$ cat config.mk
export PLATFORM = sky130hd
export DESIGN_NAME = pipeline_exec_ctrl
export DESIGN_NICKNAME = d
export VERILOG_FILES = /design/src/rtl/pipeline_exec_ctrl.sv
export SDC_FILE = /design/constraint.sdc
export NUM_CORES = 1
export LEC_CHECK = 0
export ABC_AREA = 1
export CORE_AREA = 2 2 83 105
export DETAILED_ROUTE_END_ITERATION = 7
export DIE_AREA = 0 0 85 107
export PLACE_DENSITY = 0.79
export SLEW_MARGIN = 40
export SYNTH_ARGS = -nofsm -noshare
export SYNTH_HDL_FRONTEND = slang
export SYNTH_SLANG_ARGS = --single-unit
export TNS_END_PERCENT = 30
$ cat constraint.sdc
create_clock -name i_clk -period 2.6 [get_ports i_clk]
set_clock_uncertainty 0.1 [all_clocks]
set_input_delay 0.52 -clock i_clk [delete_from_list [all_inputs] [get_ports i_clk]]
set_output_delay 0.52 -clock i_clk [all_outputs]
set_load 0.02 [all_outputs]
$ cat src/rtl/pipeline_exec_ctrl.sv
// Execution controller for the pipeline's global enable, PC enable included.
// Supports free-run, single-step, pause and a halt-drain sequence. It also
// counts enabled cycles (saturating) and captures the PC at which HALT was
// fetched. Every output comes from a register, so there is no combinational
// path from any input to any output.
module pipeline_exec_ctrl #(
    parameter int PC_WIDTH   = 32,
    parameter int CNT_WIDTH  = 32,
    parameter int HALT_DRAIN = 4
) (
    input  logic                 i_clk,
    input  logic                 i_reset,
    input  logic                 i_cmd_valid,
    input  logic [1:0]           i_cmd,
    output logic                 o_cmd_ready,
    input  logic                 i_halt_fetched,
    input  logic [PC_WIDTH-1:0]  i_pc,
    output logic                 o_enable,
    output logic                 o_busy,
    output logic                 o_done,
    output logic [CNT_WIDTH-1:0] o_cycle_count,
    output logic [PC_WIDTH-1:0]  o_halt_pc
);

    typedef enum logic [2:0] {
        S_IDLE   = 3'd0,
        S_RUN    = 3'd1,
        S_STEP   = 3'd2,
        S_DRAIN  = 3'd3,
        S_HALTED = 3'd4
    } state_t;

    localparam logic [1:0] CMD_RUN  = 2'b01;
    localparam logic [1:0] CMD_STEP = 2'b10;
    localparam logic [1:0] CMD_STOP = 2'b11;

    // Drain counter needs at least one bit, even when the drain length is zero.
    localparam int DW = (HALT_DRAIN < 1) ? 1 : $clog2(HALT_DRAIN + 1);

    state_t               state_q, state_d;
    logic [DW-1:0]        drain_q, drain_d;
    logic                 enable_q;
    logic                 busy_q;
    logic                 done_q;
    logic                 ready_q;
    logic [CNT_WIDTH-1:0] count_q;
    logic [PC_WIDTH-1:0]  halt_pc_q;
    logic                 cmd_accept;
    logic                 halt_detect;

    // Next-state logic. HALT detection overrides both STOP and the STEP return.
    always_comb begin
        state_d     = state_q;
        drain_d     = drain_q;
        cmd_accept  = i_cmd_valid & ready_q;
        halt_detect = enable_q & i_halt_fetched &
                      ((state_q == S_RUN) || (state_q == S_STEP));
        if (halt_detect) begin
            if (HALT_DRAIN == 0) begin
                state_d = S_HALTED;
            end else begin
                state_d = S_DRAIN;
                drain_d = DW'(HALT_DRAIN);
            end
        end else begin
            case (state_q)
                S_IDLE: begin
                    if (cmd_accept) begin
                        if (i_cmd == CMD_RUN) begin
                            state_d = S_RUN;
                        end else if (i_cmd == CMD_STEP) begin
                            state_d = S_STEP;
                        end
                    end
                end
                S_RUN: begin
                    if (cmd_accept && (i_cmd == CMD_STOP)) begin
                        state_d = S_IDLE;
                    end
                end
                S_STEP: begin
                    state_d = S_IDLE;
                end
                S_DRAIN: begin
                    drain_d = drain_q - DW'(1);
                    if (drain_q <= DW'(1)) begin
                        state_d = S_HALTED;
                    end
                end
                S_HALTED: begin
                    state_d = S_HALTED;
                end
                default: begin
                    state_d = S_IDLE;
                end
            endcase
        end
    end

    // State, decoded outputs, saturating cycle counter and HALT PC capture.
    always_ff @(posedge i_clk or posedge i_reset) begin
        if (i_reset) begin
            state_q   <= S_IDLE;
            drain_q   <= '0;
            enable_q  <= 1'b0;
            busy_q    <= 1'b0;
            done_q    <= 1'b0;
            ready_q   <= 1'b1;
            count_q   <= '0;
            halt_pc_q <= '0;
        end else begin
            state_q  <= state_d;
            drain_q  <= drain_d;
            enable_q <= (state_d == S_RUN) || (state_d == S_STEP) || (state_d == S_DRAIN);
            busy_q   <= (state_d == S_RUN) || (state_d == S_STEP) || (state_d == S_DRAIN);
            done_q   <= (state_d == S_HALTED);
            ready_q  <= (state_d == S_IDLE) || (state_d == S_RUN);
            if (enable_q && (count_q != {CNT_WIDTH{1'b1}})) begin
                count_q <= count_q + CNT_WIDTH'(1);
            end
            if (halt_detect) begin
                halt_pc_q <= i_pc;
            end
        end
    end

    assign o_enable      = enable_q;
    assign o_busy        = busy_q;
    assign o_done        = done_q;
    assign o_cmd_ready   = ready_q;
    assign o_cycle_count = count_q;
    assign o_halt_pc     = halt_pc_q;

endmodule

==> impl_results.md, run 1 <==
* Outcome: complete, no violations
* Setup crit start kind: flop
* Hold crit path type: flop to flop
* Sw frac at 0.396
* PortBufs at 105
* Via count at 3723
* Die W at 85 microns
* I/O pins at 106
* Overflow after GRT at 0
* Synth Flop Type: dfrtp_1
* Die height at 107 microns
* Cell Pwr Density at 942 nW/um^2
* Synthesized net count at 587
* Post-layout min period at 2.23 ns
* Hold depth at 2
* Crit-path cells: ha_1 -> inv_1 -> nor2_4 -> nand2_4 -> nor2_4 -> nand2_2 -> nand2_4 -> inv_2 -> nand2_1 -> nand2_1
* Antenna Nets Post-Route at 0
* Nets at 695
* Syn-to-layout area delta at 35.6%
* Commonest cells in the netlist: nand2_1, dfrtp_1, nor2_1
* HP Start: o_halt_pc[16]
* Clk slew on worst S/H paths at 0.08 ns
* CTS tree: built
* First-pass GRT wire length at 16.9 mm
* #FFs+latches synth at 73
* Post-cts sizing count at 0
* Hold Fails Final Rpt at 0
* CP startpoint: o_cycle_count[0]
* Total track usage at 0.236
* Routed WL per cell at 13.6 microns
* Reg2Reg Setup Slack at 0.37 ns
* Ys Warns at 0
* GP Congestion at 0.916
* Share of layout cells above drive strength 1 at 0.0621
* Cell Area, Synth at 3840 sq um
* Mapped Cells at 547
* DP Area at 4990 sq um
* Final period util at 0.857
* Worst-path fanout max at 29
* Rows at 37
* Antenna fix cells at 0
* Worst path arrival time at 2.38 ns
* WL final at 10.3 mm
* Sequential element share of the synthesized area at 0.476
* Number of global-route vias before repair at 3683
* Max VDD drop at 0.710 mV
* Cell with the most instances after synthesis: nand2_1
* # Post-CTS Setup Buffers at 0
* Netlist cell types at 25
* DRT iter0 DRCs at 228
* Worst-margin pin slew at 0.608 ns
* H-Tree Depth at 3
* Layout Utilization at 0.643
* Area share of the largest cell type after synthesis at 0.469
* Clk pwr share at 0.206
* Capture point of the worst reg-to-reg path: o_cycle_count[19]
* Max stage delay on crit path at 0.49 ns
* DRC at 0
* Largest net degree at the start of global routing at 74
* Root Driver: clkbuf_8
* Slew margin rel. at 0.594
* Leakage at 2.49 nW
* Worst-case clock buffer depth at 2
* Final Hold Slack at 0.386 ns
* Die ar. at 9100 sq um
* RSZ-0062 raised after global routing: no
* WP buf/inv at 2
* Vias per inst at 4.92
* Crit-path leading delay family: simple AND/OR/NAND/NOR gates
* Hold-fix buffers at CTS at 0
* Reg2reg start: o_cycle_count[0]
* EDFF count, synth at 0
* Pins over their slew limit at 0
* Final Cell Area at 5210 sq um
* CP required at 2.75 ns
* Final TNS setup at 0 ns
* Clock Sinks at 73
* Setup CP Type: flop to flop
* # setup viols final at 0
* Yosys top cell by area: dfrtp_1
* Sw power at 1.94 mW
* DRT Pass-1 Iters at 4
* Ys async rst share at 1.00
* Register share of total power at 0.357
* P_int at 2.96 mW
* Core area at 8100 sq um
* Final worst setup slack at 0.373 ns
* Worst Hold Path EP: o_halt_pc[16]
* Initial Util at 0.474
* DP Worst Slack at 0.416 ns
* Fmax at 0.449 GHz
* Clk_lat worst skew at 0.36 ns
* Comb pwr share at 0.437
* CP Capture Type: flop
* Initial antenna violation count at 0
* R2R depth at 10
* Dpl hpwl at 7.59 mm
* Max_cap viols at 0
* CTS Buf Count at 9
* Avg Cell Area, Syn at 7.02 sq um
* Synth top area cells: dfrtp_1, nand2_1, nor2_1, inv_1, nand3_1
* Crit path max-delay cell type: dfrtp_1
==> worst max-delay path by stage <==
| stage | depth (start not counted) | slack [ns] | to |
|---|---|---|---|
| 2_1_floorplan | 1 | 0.13 | drain_q[0] |
| 3_3_place_gp | 10 | 0.50 | o_cycle_count[14] |
| 3_5_place_dp | 10 | 0.42 | o_cycle_count[25] |
| 4_1_cts | 10 | 0.37 | o_cycle_count[19] |
| 5_1_grt | 10 | 0.16 | o_cycle_count[25] |
| 6_report | 10 | 0.37 | o_cycle_count[19] |
==> cell usage in the layout, fill, tap and decap left out, drive strengths merged, types with 2 or more instances in the layout <==
cell type      Yosys  layout
bufinv             0       2
nor2              63      63
inv               38      38
xnor2              5       5
dfrtp             72      72
or2                2       2
buf               10       5
nand3             19      19
nand2            309     309
xor2               8       8
a22o               2       2
o21ai              9       9
clkbuf             3      12
clkdlybuf4s50      0     105
ha                 2       2
==> cells by family after synthesis <==
group	synth area share
AND/OR/NAND/NOR	0.410
flip-flops	0.476
buffers and inverters	0.0570
AO/OA/AOI/OAI	0.0212
XOR/XNOR	0.0297
adder cells (fa/ha/maj)	0.00652
==> stage by stage <==
| stage | total power, mW | cells |
|---|---|---|
| global route | 5.22 | 757 |
| global placement | 3.83 | 741 |
| finish | 4.90 | 757 |
| detailed placement | 3.92 | 741 |
| floorplan | 3.01 | 547 |
| CTS | 4.94 | 757 |
==> routing by layer <==
layer / vias up / global-route usage / wire, microns
li1: 1859 / - / -
met1: 1722 / 0.257 / 4040
met2: 120 / 0.413 / 5270
met3: 22 / 0.0847 / 715
met4: 0 / 0.0964 / 295
met5: - / 0 / 0
==> cell type report <==
cell class                 instances  area [sq um]
clock inverter                     4          76.3
fill                             709          2890
inverter                          38           143
tap                               97           121
timing repair buffer             110          1100
sequential                        73          1830
multi-input combinational        423          1790
clock buffer                      12           145
==> sequential cells by signal, summed over array words and instances, names as in the netlist <==
register / cells
o_halt_pc: 32
o_done: 1
o_cmd_ready: 1
o_busy: 1
o_cycle_count: 32
drain_q: 3
state_q: 3
==> power groups by stage <==
stage	sequential, mW	clock, mW	combinational (mW)
4_1_cts	1.75	1.02	2.17
6_report	1.75	1.01	2.14
2_1_floorplan	2.08	0	0.927
3_5_place_dp	1.76	0	2.16
5_1_grt	1.79	1.08	2.35
3_3_place_gp	1.74	0	2.09
==> tightest hold or removal path, stage by stage, from the launching register on <==
cell and delay, ns:
dfrtp_1 0.35, nand2_1 0.06, nand2_1 0.05
(Power assumes the default switching activity.)
==> run 2: changes to the inputs <==
- ABC_CLOCK_PERIOD_IN_PS: unset -> 2350
- clock period: 2.6 -> 2.35 ns (I/O delays scaled with it)
==> run 2 against run 1 <==
Against the previous run:
- setup slack worse by 0.11 ns
- critical endpoint is now o_busy
- sequential share of layout area is 0.25 points higher
- combinational power is 11% higher
- clock-buffer cell count stayed put
- sequential power is 10% higher
- largest cell class unchanged
- wire length is 0.52% lower
- design area is 0.72% lower
- via count is 0.51% higher
- hold slack worse by 0.051 ns
- register-to-register slack worse by 0.11 ns
==> impl_results.md, run 2 (synthesis gave the netlist of run 1 again) <==
* Hold-fix buffers at CTS at 0
* Final period util at 0.890
* Worst-path fanout max at 5
* Cell Pwr Density at 1000 nW/um^2
* Share of layout cells above drive strength 1 at 0.0635
* R2R depth at 10
* Final TNS setup at 0 ns
* Leakage at 2.47 nW
* Capture point of the worst reg-to-reg path: o_cycle_count[7]
* Syn-to-layout area delta at 34.6%
* WL final at 10.3 mm
* Number of global-route vias before repair at 3705
* Reg2reg start: o_cycle_count[0]
* Dpl hpwl at 7.78 mm
* H-Tree Depth at 3
* Clock Sinks at 73
* Fmax at 0.478 GHz
* Final Hold Slack at 0.336 ns
* CP required at 1.78 ns
* Final instance count without filler cells at 758
* Max stage delay on crit path at 0.67 ns
* CTS tree: built
* Met3 routed WL at 685 microns
* Placed Cells at 743
* Routed WL per cell at 13.5 microns
* Reg2Reg Setup Slack at 0.26 ns
* Initial Util at 0.474
* Hold Fails Final Rpt at 0
* Clk_lat worst skew at 0.35 ns
* Rows at 37
* DRT iter0 DRCs at 200
* CP Capture Type: output pin
* Most frequent cells in the layout: nand2_1, clkdlybuf4s50_1, dfrtp_1
* Hold crit path type: input pin to asynchronous set/reset pin
* Met2 WL at 5.31 mm
* PortBufs at 105
* First-pass GRT wire length at 17.2 mm
* Die height at 107 microns
* Crit-path leading delay family: buffers and inverters
* Antenna fix cells at 0
* DRC at 0
* Post-layout min period at 2.09 ns
* Setup CP Type: flop to output pin
* Top Metal Used: met4
* Total track usage at 0.237
* GP Congestion at 0.971
* Die ar. at 9100 sq um
* Slew margin rel. at 0.724
* Crit path max-delay cell type: clkdlybuf4s50_1
* Crit-path cells: clkdlybuf4s50_1
* # setup viols final at 0
* Max VDD drop at 0.673 mV
* Met1 wire length at 4.07 mm
* Core area at 8100 sq um
* Antenna Nets Post-Route at 0
* CTS Buf Count at 9
* Setup crit start kind: flop
* Max_cap viols at 0
* DRT Pass-1 Iters at 4
* # Post-CTS Setup Buffers at 0
* I/O pins at 106
* Worst-case clock buffer depth at 2
* Post-cts sizing count at 0
* Overflow after GRT at 0
* Pins over their slew limit at 0
* Via count at 3742
* Commonest non-fill, non-tap cell in the layout: nand2_1
* Largest net degree at the start of global routing at 33
* Worst-margin pin slew at 0.413 ns
* Nets at 697
* Die W at 85 microns
* Initial antenna violation count at 0
* Vias per inst at 4.94
* RSZ-0062 raised after global routing: no
* Worst path arrival time at 1.52 ns
* Clk slew on worst S/H paths at 0.08 ns
* Root Driver: clkbuf_8
* Outcome: complete, no violations
* WP buf/inv at 1
run 2: layer usage:
metal,vias up,global-route usage
met5,-,0
met4,0,0.0794
met3,14,0.0747
met2,104,0.418
met1,1755,0.268
li1,1869,-
run 2: area by class of cell:
type	instances	area, sq um
inverters	38	149
clock buffers	12	145
multi-input cells	423	1790
flip-flops and latches	73	1830
clock inverters	3	17.5
fillers	725	2930
well taps	97	121
repair buffers	112	1120
run 2: power by group:
part	switching [mW]	internal, mW	total (mW)	leakage [nW]
clock	0.467	0.404	0.871	0.0822
sequential	0.283	1.64	1.93	0.945
combinational	1.37	1.00	2.37	1.44
run 2: metrics by stage:
stage / area (sq um) / setup slack [ns] / power, mW / utilization
after floorplan: 3840 / 0.370 / 3.33 / -
after global placement: 5000 / 0.259 / 4.25 / 0.618
after detailed placement: 5000 / 0.189 / 4.32 / 0.618
after CTS: 5170 / 0.166 / 5.21 / 0.638
after global routing: 5170 / 0.0680 / 5.52 / 0.638
final: 5170 / 0.258 / 5.17 / 0.638
run 2: worst max-delay path by stage:
| stage | depth (start not counted) | slack, ns | startpoint | endpoint |
|---|---|---|---|---|
| global placement | 10 | 0.26 | o_cycle_count[0] | o_cycle_count[25] |
| global route | 10 | 0.07 | o_cycle_count[0] | o_cycle_count[2] |
| CTS | 10 | 0.17 | o_cycle_count[0] | o_cycle_count[28] |
| floorplan | 12 | 0.37 | o_cycle_count[0] | o_cycle_count[0] |
| detailed placement | 10 | 0.19 | o_cycle_count[0] | o_cycle_count[28] |
| finish | 1 | 0.26 | o_busy | o_busy |
run 2: worst register-to-register path, stage by stage (launching register included):
cell,delay (ns)
dfrtp_1,0.48
ha_1,0.27
inv_1,0.10
nor2_4,0.17
nand2_4,0.10
nor2_4,0.13
nand2_2,0.07
nand2_4,0.16
buf_4,0.28
nand2_1,0.09
nand2_1,0.08
